$ cat config.mk
export PLATFORM = sky130hd
export DESIGN_NAME = mem_access_unit
export DESIGN_NICKNAME = d
export VERILOG_FILES = /design/src/rtl/mem_access_unit.sv
export SDC_FILE = /design/constraint.sdc
export NUM_CORES = 1
export LEC_CHECK = 0
export ABC_AREA = 1
export BUFFER_PORTS_ARGS = -buffer_cell sky130_fd_sc_hd__buf_2
export CAP_MARGIN = 20
export CORE_AREA = 2 2 163 165
export CTS_BUF_LIST = sky130_fd_sc_hd__clkbuf_16
export DETAILED_ROUTE_END_ITERATION = 12
export DIE_AREA = 0 0 165 167
export PLACE_DENSITY = 0.75
export SKIP_CTS_REPAIR_TIMING = 1
export SYNTH_ARGS = -nofsm -noshare
export SYNTH_HDL_FRONTEND = slang
export SYNTH_SLANG_ARGS = --single-unit
export TNS_END_PERCENT = 10
$ cat constraint.sdc
create_clock -name clk -period 11.7 [get_ports clk]
set_clock_uncertainty 0.05 [all_clocks]
set_input_delay 1.755 -clock clk [delete_from_list [all_inputs] [get_ports clk]]
set_output_delay 1.755 -clock clk [all_outputs]
set_load 0.02 [all_outputs]
$ cat src/rtl/mem_access_unit.sv
// MEM-stage load/store sequencer: byte-lane alignment, sign/zero extension and one-cycle write-back.
// Optional feature: define MISALIGN_CHECK_EN to add a registered misalign flag that rejects unaligned accesses.
module mem_access_unit #(
  parameter int DATA_W = 64,
  parameter int RD_W   = 5
) (
  input  logic              clk,
  input  logic              rst,
  input  logic              in_valid,
  input  logic [RD_W-1:0]   in_rd,
  input  logic              in_load,
  input  logic              in_store,
  input  logic [1:0]        in_size,
  input  logic              in_unsigned,
  input  logic [DATA_W-1:0] in_alu_result,
  input  logic [DATA_W-1:0] in_wdata,
  output logic              mem_req_valid,
  input  logic              mem_req_ready,
  output logic [DATA_W-1:0] mem_req_addr,
  output logic              mem_req_wen,
  output logic [DATA_W-1:0] mem_req_wdata,
  output logic [7:0]        mem_req_wmask,
  input  logic              mem_rsp_valid,
  input  logic [DATA_W-1:0] mem_rsp_rdata,
  output logic              stall,
  output logic              wb_valid,
  output logic [RD_W-1:0]   wb_rd,
  output logic [DATA_W-1:0] wb_data
`ifdef MISALIGN_CHECK_EN
  ,
  output logic              misalign
`endif
);
  typedef enum logic [1:0] {IDLE, REQ, RESP} state_t;

  state_t            r_state, w_state_nxt;
  logic [DATA_W-1:0] r_addr, r_wdata;
  logic [RD_W-1:0]   r_rd;
  logic [1:0]        r_size;
  logic              r_unsigned, r_load;

  logic              w_mem_op, w_misal, w_accept, w_alu_wb, w_rsp_wb;
  logic [2:0]        w_off;
  logic [7:0]        w_size_mask;
  logic [DATA_W-1:0] w_rsp_shift, w_load_data, w_wdata_sz;

  // Address bits below the access size are dropped, so the lane is always size-aligned.
  function automatic logic [2:0] lane_off(input logic [2:0] a, input logic [1:0] sz);
    case (sz)
      2'd0:    lane_off = a;
      2'd1:    lane_off = {a[2:1], 1'b0};
      2'd2:    lane_off = {a[2], 2'b00};
      default: lane_off = 3'd0;
    endcase
  endfunction

  function automatic logic [7:0] byte_mask(input logic [1:0] sz);
    case (sz)
      2'd0:    byte_mask = 8'h01;
      2'd1:    byte_mask = 8'h03;
      2'd2:    byte_mask = 8'h0F;
      default: byte_mask = 8'hFF;
    endcase
  endfunction

  function automatic logic [DATA_W-1:0] bits_of(input logic [7:0] bm);
    bits_of = '0;
    for (int b = 0; b < 8; b++) bits_of[8*b +: 8] = {8{bm[b]}};
  endfunction

  function automatic logic [DATA_W-1:0] extend(input logic [DATA_W-1:0] raw,
                                               input logic [1:0] sz, input logic uns);
    case (sz)
      2'd0:    extend = {{(DATA_W-8){~uns & raw[7]}}, raw[7:0]};
      2'd1:    extend = {{(DATA_W-16){~uns & raw[15]}}, raw[15:0]};
      2'd2:    extend = {{(DATA_W-32){~uns & raw[31]}}, raw[31:0]};
      default: extend = raw;
    endcase
  endfunction

`ifdef MISALIGN_CHECK_EN
  function automatic logic misaligned(input logic [2:0] a, input logic [1:0] sz);
    misaligned = (a & ~lane_off(3'b111, sz)) != 3'd0;
  endfunction
`endif

  always_comb begin
    w_mem_op = in_load | in_store;
`ifdef MISALIGN_CHECK_EN
    w_misal = misaligned(in_alu_result[2:0], in_size);
`else
    w_misal = 1'b0;
`endif
    w_state_nxt   = r_state;
    stall         = 1'b0;
    mem_req_valid = 1'b0;
    w_accept      = 1'b0;
    w_alu_wb      = 1'b0;
    w_rsp_wb      = 1'b0;
    case (r_state)
      IDLE: begin
        if (in_valid) begin
          if (!w_mem_op) begin
            w_alu_wb = 1'b1;
          end else if (!w_misal) begin
            w_accept    = 1'b1;
            stall       = 1'b1;
            w_state_nxt = REQ;
          end
        end
      end
      REQ: begin
        mem_req_valid = 1'b1;
        stall         = 1'b1;
        if (mem_req_ready) begin
          if (r_load) begin
            w_state_nxt = RESP;
          end else begin
            w_state_nxt = IDLE;
            stall       = 1'b0;
          end
        end
      end
      RESP: begin
        stall = 1'b1;
        if (mem_rsp_valid) begin
          w_rsp_wb    = 1'b1;
          stall       = 1'b0;
          w_state_nxt = IDLE;
        end
      end
      default: w_state_nxt = IDLE;
    endcase
    if (rst) begin
      stall         = 1'b0;
      mem_req_valid = 1'b0;
    end
  end

  assign w_off         = lane_off(r_addr[2:0], r_size);
  assign w_size_mask   = byte_mask(r_size);
  assign w_wdata_sz    = r_wdata & bits_of(w_size_mask);
  assign w_rsp_shift   = mem_rsp_rdata >> {w_off, 3'b000};
  assign w_load_data   = extend(w_rsp_shift, r_size, r_unsigned);
  assign mem_req_addr  = mem_req_valid ? {r_addr[DATA_W-1:3], 3'b000} : '0;
  assign mem_req_wen   = mem_req_valid & ~r_load;
  assign mem_req_wdata = mem_req_wen ? (w_wdata_sz << {w_off, 3'b000}) : '0;
  assign mem_req_wmask = mem_req_wen ? (w_size_mask << w_off) : 8'h00;

  always_ff @(posedge clk) begin
    if (rst) begin
      r_state  <= IDLE;
      wb_valid <= 1'b0;
      wb_rd    <= '0;
      wb_data  <= '0;
    end else begin
      r_state  <= w_state_nxt;
      wb_valid <= 1'b0;
      if (w_alu_wb) begin
        wb_valid <= |in_rd;
        wb_rd    <= in_rd;
        wb_data  <= in_alu_result;
      end else if (w_rsp_wb) begin
        wb_valid <= |r_rd;
        wb_rd    <= r_rd;
        wb_data  <= w_load_data;
      end
    end
  end

  // Operation latch is data only; it is read solely while REQ/RESP are active.
  always_ff @(posedge clk) begin
    if (w_accept) begin
      r_addr     <= in_alu_result;
      r_wdata    <= in_wdata;
      r_rd       <= in_rd;
      r_size     <= in_size;
      r_unsigned <= in_unsigned;
      r_load     <= in_load;
    end
  end

`ifdef MISALIGN_CHECK_EN
  logic r_misalign;
  always_ff @(posedge clk) begin
    if (rst) r_misalign <= 1'b0;
    else     r_misalign <= (r_state == IDLE) & in_valid & w_mem_op & w_misal;
  end
  assign misalign = r_misalign;
`endif
endmodule

Word level (Yosys, flattened, before mapping)
Index checks and enable logic that the tools add are counted.
Operators by class
  equality and inequality tests: 8
  shift operators: 3
  multiplexer cells: 33
  bitwise logic cells: 8
  reductions and logical operators: 6
Operators with widths (number)
  two-way mux 64 bit: 4
  case mux 64 bit (3 select lines): 1
  bitwise AND 64 bit: 1
  left shift 64 x 6 -> 64 bit: 1
  right shift 64 x 6 -> 64 bit: 1
  case mux 8 bit (3 select lines): 1
  two-way mux 1 bit: 16
  two-way mux 2 bit: 5
  two-way mux 5 bit: 2
  OR reduction 5 bit: 2
  case mux 3 bit (3 select lines): 1
  two-way mux 8 bit: 1
  != test 2 bit (second input constant): 4
  left shift 8 x 3 -> 8 bit: 1
  case mux 2 bit (3 select lines): 1
  bitwise AND 1 bit: 4
  equality test 2 x 1 -> 1 bit (second input constant): 2
  equality test 2 bit (second input constant): 2
  logical NOT 2 bit: 2
  AND reduction 4 bit: 1
  case mux 1 bit (3 select lines): 1
  NOT 1 bit: 2
  nonzero test 2 bit: 1
  OR 1 bit: 1
Word-level totals
  flip-flop bits (word level): 209

Depth between registers and ports, before layout
Gate-level depths: netlist of run 1.
  depth after elaboration: 7
  depth in mapped cells: 14

Worst setup path after synthesis of run 1
No wires, ideal clock.
  path type: in2out
  from: input in_valid
  to: output stall
  arrival time: 8.594 ns
  required time: 9.895 ns
  slack: 1.301 ns
  stages: 4
  cell sequence: nand2_1 > nor2_1 > inv_1 > a41oi_1
Between the ends
  longest elaborated chain between the ends: 3
RTL lines
  from (decl): RTL line 9  | input logic in_valid,
  two-way mux 1 bit: RTL line 102  | if (in_valid) begin
  case mux 1 bit (3 select lines): RTL line 100  | case (r_state)
  two-way mux 1 bit: RTL line 134  | if (rst) begin
  to (decl): RTL line 25  | output logic stall,
Every way passes these cells.

Final worst setup path of run 1
  from: register r_size[1]
  to: output mem_req_wdata[37]
Between the ends
  longest elaborated chain between the ends: 5
RTL lines
  from (decl): RTL line 39  | logic [1:0] r_size;
  from (signal assigned): RTL line 177  | r_size <= in_size;
  equality test 2 bit (tied with other cells): RTL line 49, 58
  case mux 8 bit (3 select lines): RTL line 58  | case (sz)
  bitwise AND 64 bit: RTL line 142  | assign w_wdata_sz = r_wdata & bits_of(w_size_mask);
  left shift 64 x 6 -> 64 bit *: RTL line 147  | assign mem_req_wdata = mem_req_wen ? (w_wdata_sz << {w_off, 3'b000}) : '0;
  two-way mux 64 bit *: RTL line 147
  to (decl): RTL line 21  | output logic [DATA_W-1:0] mem_req_wdata,
Every way passes the cells marked *; elsewhere a longest branch is shown, timed or not.

==> reports/metrics.csv, run 1 <==
metric,value,unit
clk_path_buf_depth,3,
vias_in_the_first_global_route,10980,
setup.reg_to_reg.worst_slack,7.06,ns
tns,0,ns
vias_per_cell,5.312,
outcome,finished clean,
grt_pass1_wl,61330,um
final_design_area_no_fill,0.01441,mm2
grtUsageTotal,28.90,%
relSlewSlack,28.00,%
numCtsBuffers,23,
placed_cell_area,0.01358,mm2
drv_cap,0,
dr_total_vias,11740,
portbufs,412,
clk_latency,0.53,ns
cts_sinks,209,
ys_types,47,
yosys_register_bits,209,
synth_cells,1501,
ant_nets,0,
maximum_number_of_pins_on_one_net_before_global_route_repair,102,
final_period_minus_worst_setup_slack,5.848,ns
worst_path_max_delay_cell,edfxtp_1,
post-place-cells,2152,
first_iter_violations,1210,
routability_driven_placement_congestion_ratio,0.9463,
vdd_drop_max,0.1546,mV
clkSlewWorstSetupHoldPaths,0.06,ns
route.detailed.wl_per_inst,18.80,um
rr_worst_depth,15,
min_to,wb_data[59]$_SDFFE_PP0P_,
crit_fanout,99,
remaining_drc_errors,0,
synth.cell_area,0.01160,mm2
total_power_divided_by_cell_area,132.4,mW/mm2
synth_enable_flop_cells,137,
grt_setup_unrepaired,no,
type_of_the_setup_path_with_the_least_slack,reg -> out,
area_delta_synth_final,24.30,%
global_route.overflow_total,0,
drive_gt1_share,27.40,%
finish.cell_count_without_fillers,2210,
num_io_pins,416,
yosysWarningCount,0,
timing.hold.worst.start,wb_data[59]$_SDFFE_PP0P_,
final-setup-viol-count,0,
clock.fmax,0.1710,GHz
timing.final.max_slew_violations,0,
crit_path_start_kind,flip-flop,
worstSetupEndpointType,output port,
reg_to_reg_critical_path_startpoint,r_size[1]$_DFFE_PP_,
crit_required,9.90,ns
crit_path_frequent_cell,inv_2,
hold_path_class,reg -> reg,
final-hold-violation-count,0,
num_rows,59,
initial_utilization,45.01,%
leakagePower,7.488,nW
die_area,0.02756,mm2
fp.dieW,165,um
final_nets,2051,
antenna_found_initial,13,
r2r_end,wb_data[17]$_SDFFE_PP0P_,
min_period_over_period,49.99,%
cts_max_level,1,
timing.critical_path.arrival,4.04,ns
drt_pre_antenna_iters,6,
tritoncts,yes,
clock_tree.root_cell,clkbuf_16,
ordered_cell_list_for_the_critical_path,buf_4 > nor2_8 > nand2_8 > inv_2 > nor2_1 > o21ai_2 > inv_2 > o221ai_1 > inv_1 > buf_2,
max_slew.worst_pin.slew,1.078,ns
synth_ff_type,edfxtp_1,
timing.critical_path.slowest_cell_delay,0.68,ns
route.final.wire_length,41540,um
synth.yosys.seq_area_share,47.91,%
postSynthAreaPerCell,7.726,um2
fillerInstances,2485,
synth-async-reset-ratio,0,%
dieHeight,167,um
hold_depth,2,
estimated_wirelength_of_the_detail_placed_design,30200,um
floorplan.core_area,0.02576,mm2
[cells in the mapped netlist (8+ instances only)]
cell,number,area (um2)
a31oi_1,14,87.58
buf_2,39,195.2
buf_1,9,33.78
clkbuf_1,38,142.6
a21oi_1,76,380.4
nand4_1,32,200.2
o21ai_1,28,140.1
o21ai_2,11,96.34
dfxtp_1,72,1441
o211ai_1,17,127.6
nand2_1,395,1483
buf_4,9,67.56
edfxtp_1,137,4114
o21ai_0,73,365.4
a32o_1,8,80.08
buf_6,12,135.1
nor2_1,117,439.2
inv_2,13,48.80
inv_1,193,724.4
o221ai_1,10,87.58
nand3_1,147,735.7
[cells by family after synthesis]
logic type	synth area share (%)
simple gates	26.50
other cells	0.03234
buf+inv	12.04
flops	47.91
compound gates	13.52
[how the worst max path moves through the flow]
stage,start,end,slack (ns)
after CTS,r_size[1]$_DFFE_PP_,mem_req_wdata[2],5.81
after global routing,r_size[1]$_DFFE_PP_,mem_req_wdata[37],5.62
after global placement,rst,mem_req_wdata[33],5.98
final,r_size[1]$_DFFE_PP_,mem_req_wdata[37],5.85
after detailed placement,rst,mem_req_wdata[37],5.98
after floorplan,in_valid,stall,1.30
[layout make-up]
| type | instances | area, um2 | area share [%] |
|---|---|---|---|
| repair buffers | 425 | 2187 | 15.17 |
| diodes | 14 | 35.03 | 0.2431 |
| flip-flops and latches | 209 | 5555 | 38.54 |
| well taps | 335 | 419.2 | 2.908 |
| clock buffers | 25 | 625.6 | 4.340 |
| clock inverters | 17 | 132.6 | 0.9201 |
| inverters | 209 | 787.0 | 5.460 |
| multi-input cells | 976 | 4672 | 32.41 |
[power breakdown]
group | internal, mW | switching (mW) | total [mW]
logic | 0.0993 | 0.222 | 0.321
registers | 0.833 | 0.0183 | 0.852
clock network | 0.429 | 0.307 | 0.736
total | 1.36 | 0.547 | 1.91
[through the flow]
step	util, %	hold WS, ns	worst slack (ns)	power [mW]
after floorplan	-	0.4617	1.301	1.070
after global placement	52.70	0.3983	5.980	1.179
after detailed placement	52.70	0.4033	5.979	1.183
after CTS	55.65	0.4124	5.808	1.910
after global routing	55.94	0.4299	5.616	1.978
final	55.95	0.4129	5.852	1.909
[layer usage]
metal / wire length [um] / global-route usage (%) / up-vias
li1: - / - / 5649
met4: 2461 / 16.37 / 0
met1: 15440 / 33.84 / 5332
met2: 20320 / 50.16 / 637
met5: 0 / 0 / -
met3: 3317 / 4.184 / 121
[flip-flops by register name (all words and copies together) (netlist names)]
| name | cells |
|---|---|
| r_wdata | 64 |
| r_state | 2 |
| wb_data | 64 |
| wb_rd | 5 |
| r_unsigned | 1 |
| r_size | 2 |
| r_rd | 5 |
| r_load | 1 |
| r_addr | 64 |
| wb_valid | 1 |
[cell usage in the layout (no fill, tap or decap), types with 4 or more instances in the layout]
master     count
a32o_1         8
inv_2         13
buf_4         11
clkinv_1       9
o21ai_1       28
o21ai_0       73
nand3_1      146
clkinv_2       5
a21oi_1       76
nand4_1       32
o211ai_1      17
a41oi_1        4
clkbuf_16     25
inv_1        194
o22ai_1        4
diode_2       14
edfxtp_1     137
buf_2        412
nor2_1       116
o21ai_2       11
a31oi_1       14
dfxtp_1       72
a22oi_1        6
o221ai_1      10
nand2_1      395
[critical path: cells and delay by family, from the launching register on]
kind	cells	cell delay [ns]
AOI/OAI and AO/OA	2	0.43
buffers and inverters	5	1.17
DFF	1	0.68
and+or+nand+nor	3	1.19
No activity file was read; power rests on OpenSTA's default activity.
==> inputs of run 2 (changes only) <==
Settings changed: CORE_AREA 2 2 163 165 to not set, CORE_UTILIZATION set to 46, DIE_AREA 0 0 165 167 to not set, PLACE_DENSITY 0.75 to 0.8.
Clock period 11.7 ns to 4.9 ns, I/O delays scaled along.
==> run 2 against run 1 <==
Flip-flop and latch count is the same; clock power grew 120%; non-clock buffer count grew 2; count of clock-buffer cells in the layout is the same; total power grew 130%; sequential share of layout area grew 0.20 points; register-to-register slack lost 5.6 ns; critical path type unchanged; die area shrank 6.2%; via count grew 1.2%; largest power group unchanged.
==> reports/metrics.csv, run 2 (synthesized netlist as in run 1, its figures left out) <==
metric,value,unit
crit_required,4.12,ns
maximum_number_of_pins_on_one_net_before_global_route_repair,100,
setup.reg_to_reg.worst_slack,1.43,ns
dieHeight,160.8,um
fp.dieW,160.8,um
clkSlewWorstSetupHoldPaths,0.06,ns
power.total,4.439,mW
reg_to_reg_critical_path_startpoint,r_size[1]$_DFFE_PP_,
min_period_over_period,88.72,%
estimated_wirelength_of_the_detail_placed_design,30050,um
dr_total_vias,11880,
final_period_minus_worst_setup_slack,4.347,ns
clk_path_buf_depth,3,
vias_per_cell,5.398,
worst_slack_setup_final,0.5527,ns
drive_gt1_share,27.29,%
final_cell_mix,"412 x buf_2, 395 x nand2_1, 203 x inv_1, 146 x nand3_1, 137 x edfxtp_1",
num_io_pins,416,
type_of_the_setup_path_with_the_least_slack,reg -> out,
crit_path_start_kind,flip-flop,
drv_cap,0,
final-hold-violation-count,0,
timing.critical_path.arrival,3.56,ns
timing.final.max_slew_violations,0,
relSlewSlack,29.92,%
placed_cell_area,0.01359,mm2
tns,0,ns
vdd_drop_max,0.2319,mV
hold_depth,1,
worstSetupEndpointType,output port,
remaining_drc_errors,0,
final_nets,2054,
timing.hold.worst.start,in_wdata[6],
portbufs,412,
hold_path_class,in -> reg,
final_common_cell,buf_2,
leakagePower,7.491,nW
final_design_area_no_fill,0.01434,mm2
max_slew.worst_pin.slew,1.050,ns
routability_driven_placement_congestion_ratio,0.9238,
global_route.overflow_total,0,
area_delta_synth_final,23.65,%
drt_pre_antenna_iters,6,
clock_tree.root_cell,clkbuf_16,
route.final.wire_length,41080,um
rr_worst_depth,13,
ant_nets,0,
cts_sinks,209,
numCtsBuffers,24,
outcome,finished clean,
total_power_divided_by_cell_area,309.6,mW/mm2
r2r_end,wb_data[17]$_SDFFE_PP0P_,
reg_top3,"r_addr: 64 flops, r_wdata: 64 flops, wb_data: 64 flops",
floorplan.core_area,0.02453,mm2
first_iter_violations,1080,
grt_setup_unrepaired,no,
die_area,0.02585,mm2
route.detailed.wl_per_inst,18.67,um
final-setup-viol-count,0,
vias_in_the_first_global_route,11130,
num_rows,57,
clock.fmax,0.2300,GHz
antenna_found_initial,11,
grt_pass1_wl,62040,um
crit_fanout,99,
finish.cell_count_without_fillers,2200,
post-place-cells,2145,
place_ws,1.132,ns
clk_latency,0.52,ns
grtUsageTotal,30.90,%
cts_max_level,1,
min_to,r_wdata[6]$_DFFE_PP_,
fillerInstances,2222,
initial_utilization,47.27,%
tritoncts,yes,
-- run 2: per-stage QoR --
step	hold slack (ns)	util [%]
after floorplan	0.4617	-
after global placement	0.3991	55.41
after detailed placement	0.4026	55.41
after CTS	0.3204	58.33
after global routing	0.3219	58.45
final	0.3354	58.45
-- run 2: area by class of cell --
type                       count  area [um2]  share of cell area [%]
clock buffer                  25       625.6                   4.363
tap                          324       405.4                   2.827
multi-input combinational    976        4672                   32.58
sequential                   209        5555                   38.74
clock inverter                19       91.34                  0.6370
timing repair buffer         427        2175                   15.17
antenna                       11       27.53                  0.1920
inverter                     209       787.0                   5.489
-- run 2: report_power, final --
group / internal, mW / switching, mW
sequential: 1.99 / 0.0397
combinational: 0.236 / 0.535
clock: 0.921 / 0.717
total: 3.15 / 1.29
-- run 2: worst max-delay path, stage by stage, from the launching register on --
cell,delay [ns]
edfxtp_1,0.39
buf_4,0.24
nor2_8,0.49
nand2_8,0.51
inv_2,0.48
nor2_1,0.17
o21ai_2,0.35
inv_2,0.12
o221ai_1,0.10
inv_1,0.06
buf_2,0.15
-- run 2: worst max path at each step --
stage | start | end | slack (ns)
floorplan | in_valid | stall | 0.59
global placement | r_size[1]$_DFFE_PP_ | mem_req_wmask[0] | 1.20
detailed placement | r_size[1]$_DFFE_PP_ | mem_req_wdata[39] | 1.13
global route | r_size[1]$_DFFE_PP_ | mem_req_wdata[33] | 0.30
finish | r_size[1]$_DFFE_PP_ | mem_req_wdata[39] | 0.55
CTS | r_size[1]$_DFFE_PP_ | mem_req_wdata[39] | 0.58
-- run 2: routing by layer --
layer,wire length [um],vias up,GRT usage [%]
met5,0,-,0
met2,20690,696,55.27
met4,1865,0,14.75
met3,3383,105,4.106
met1,15140,5419,36.55
li1,-,5655,-
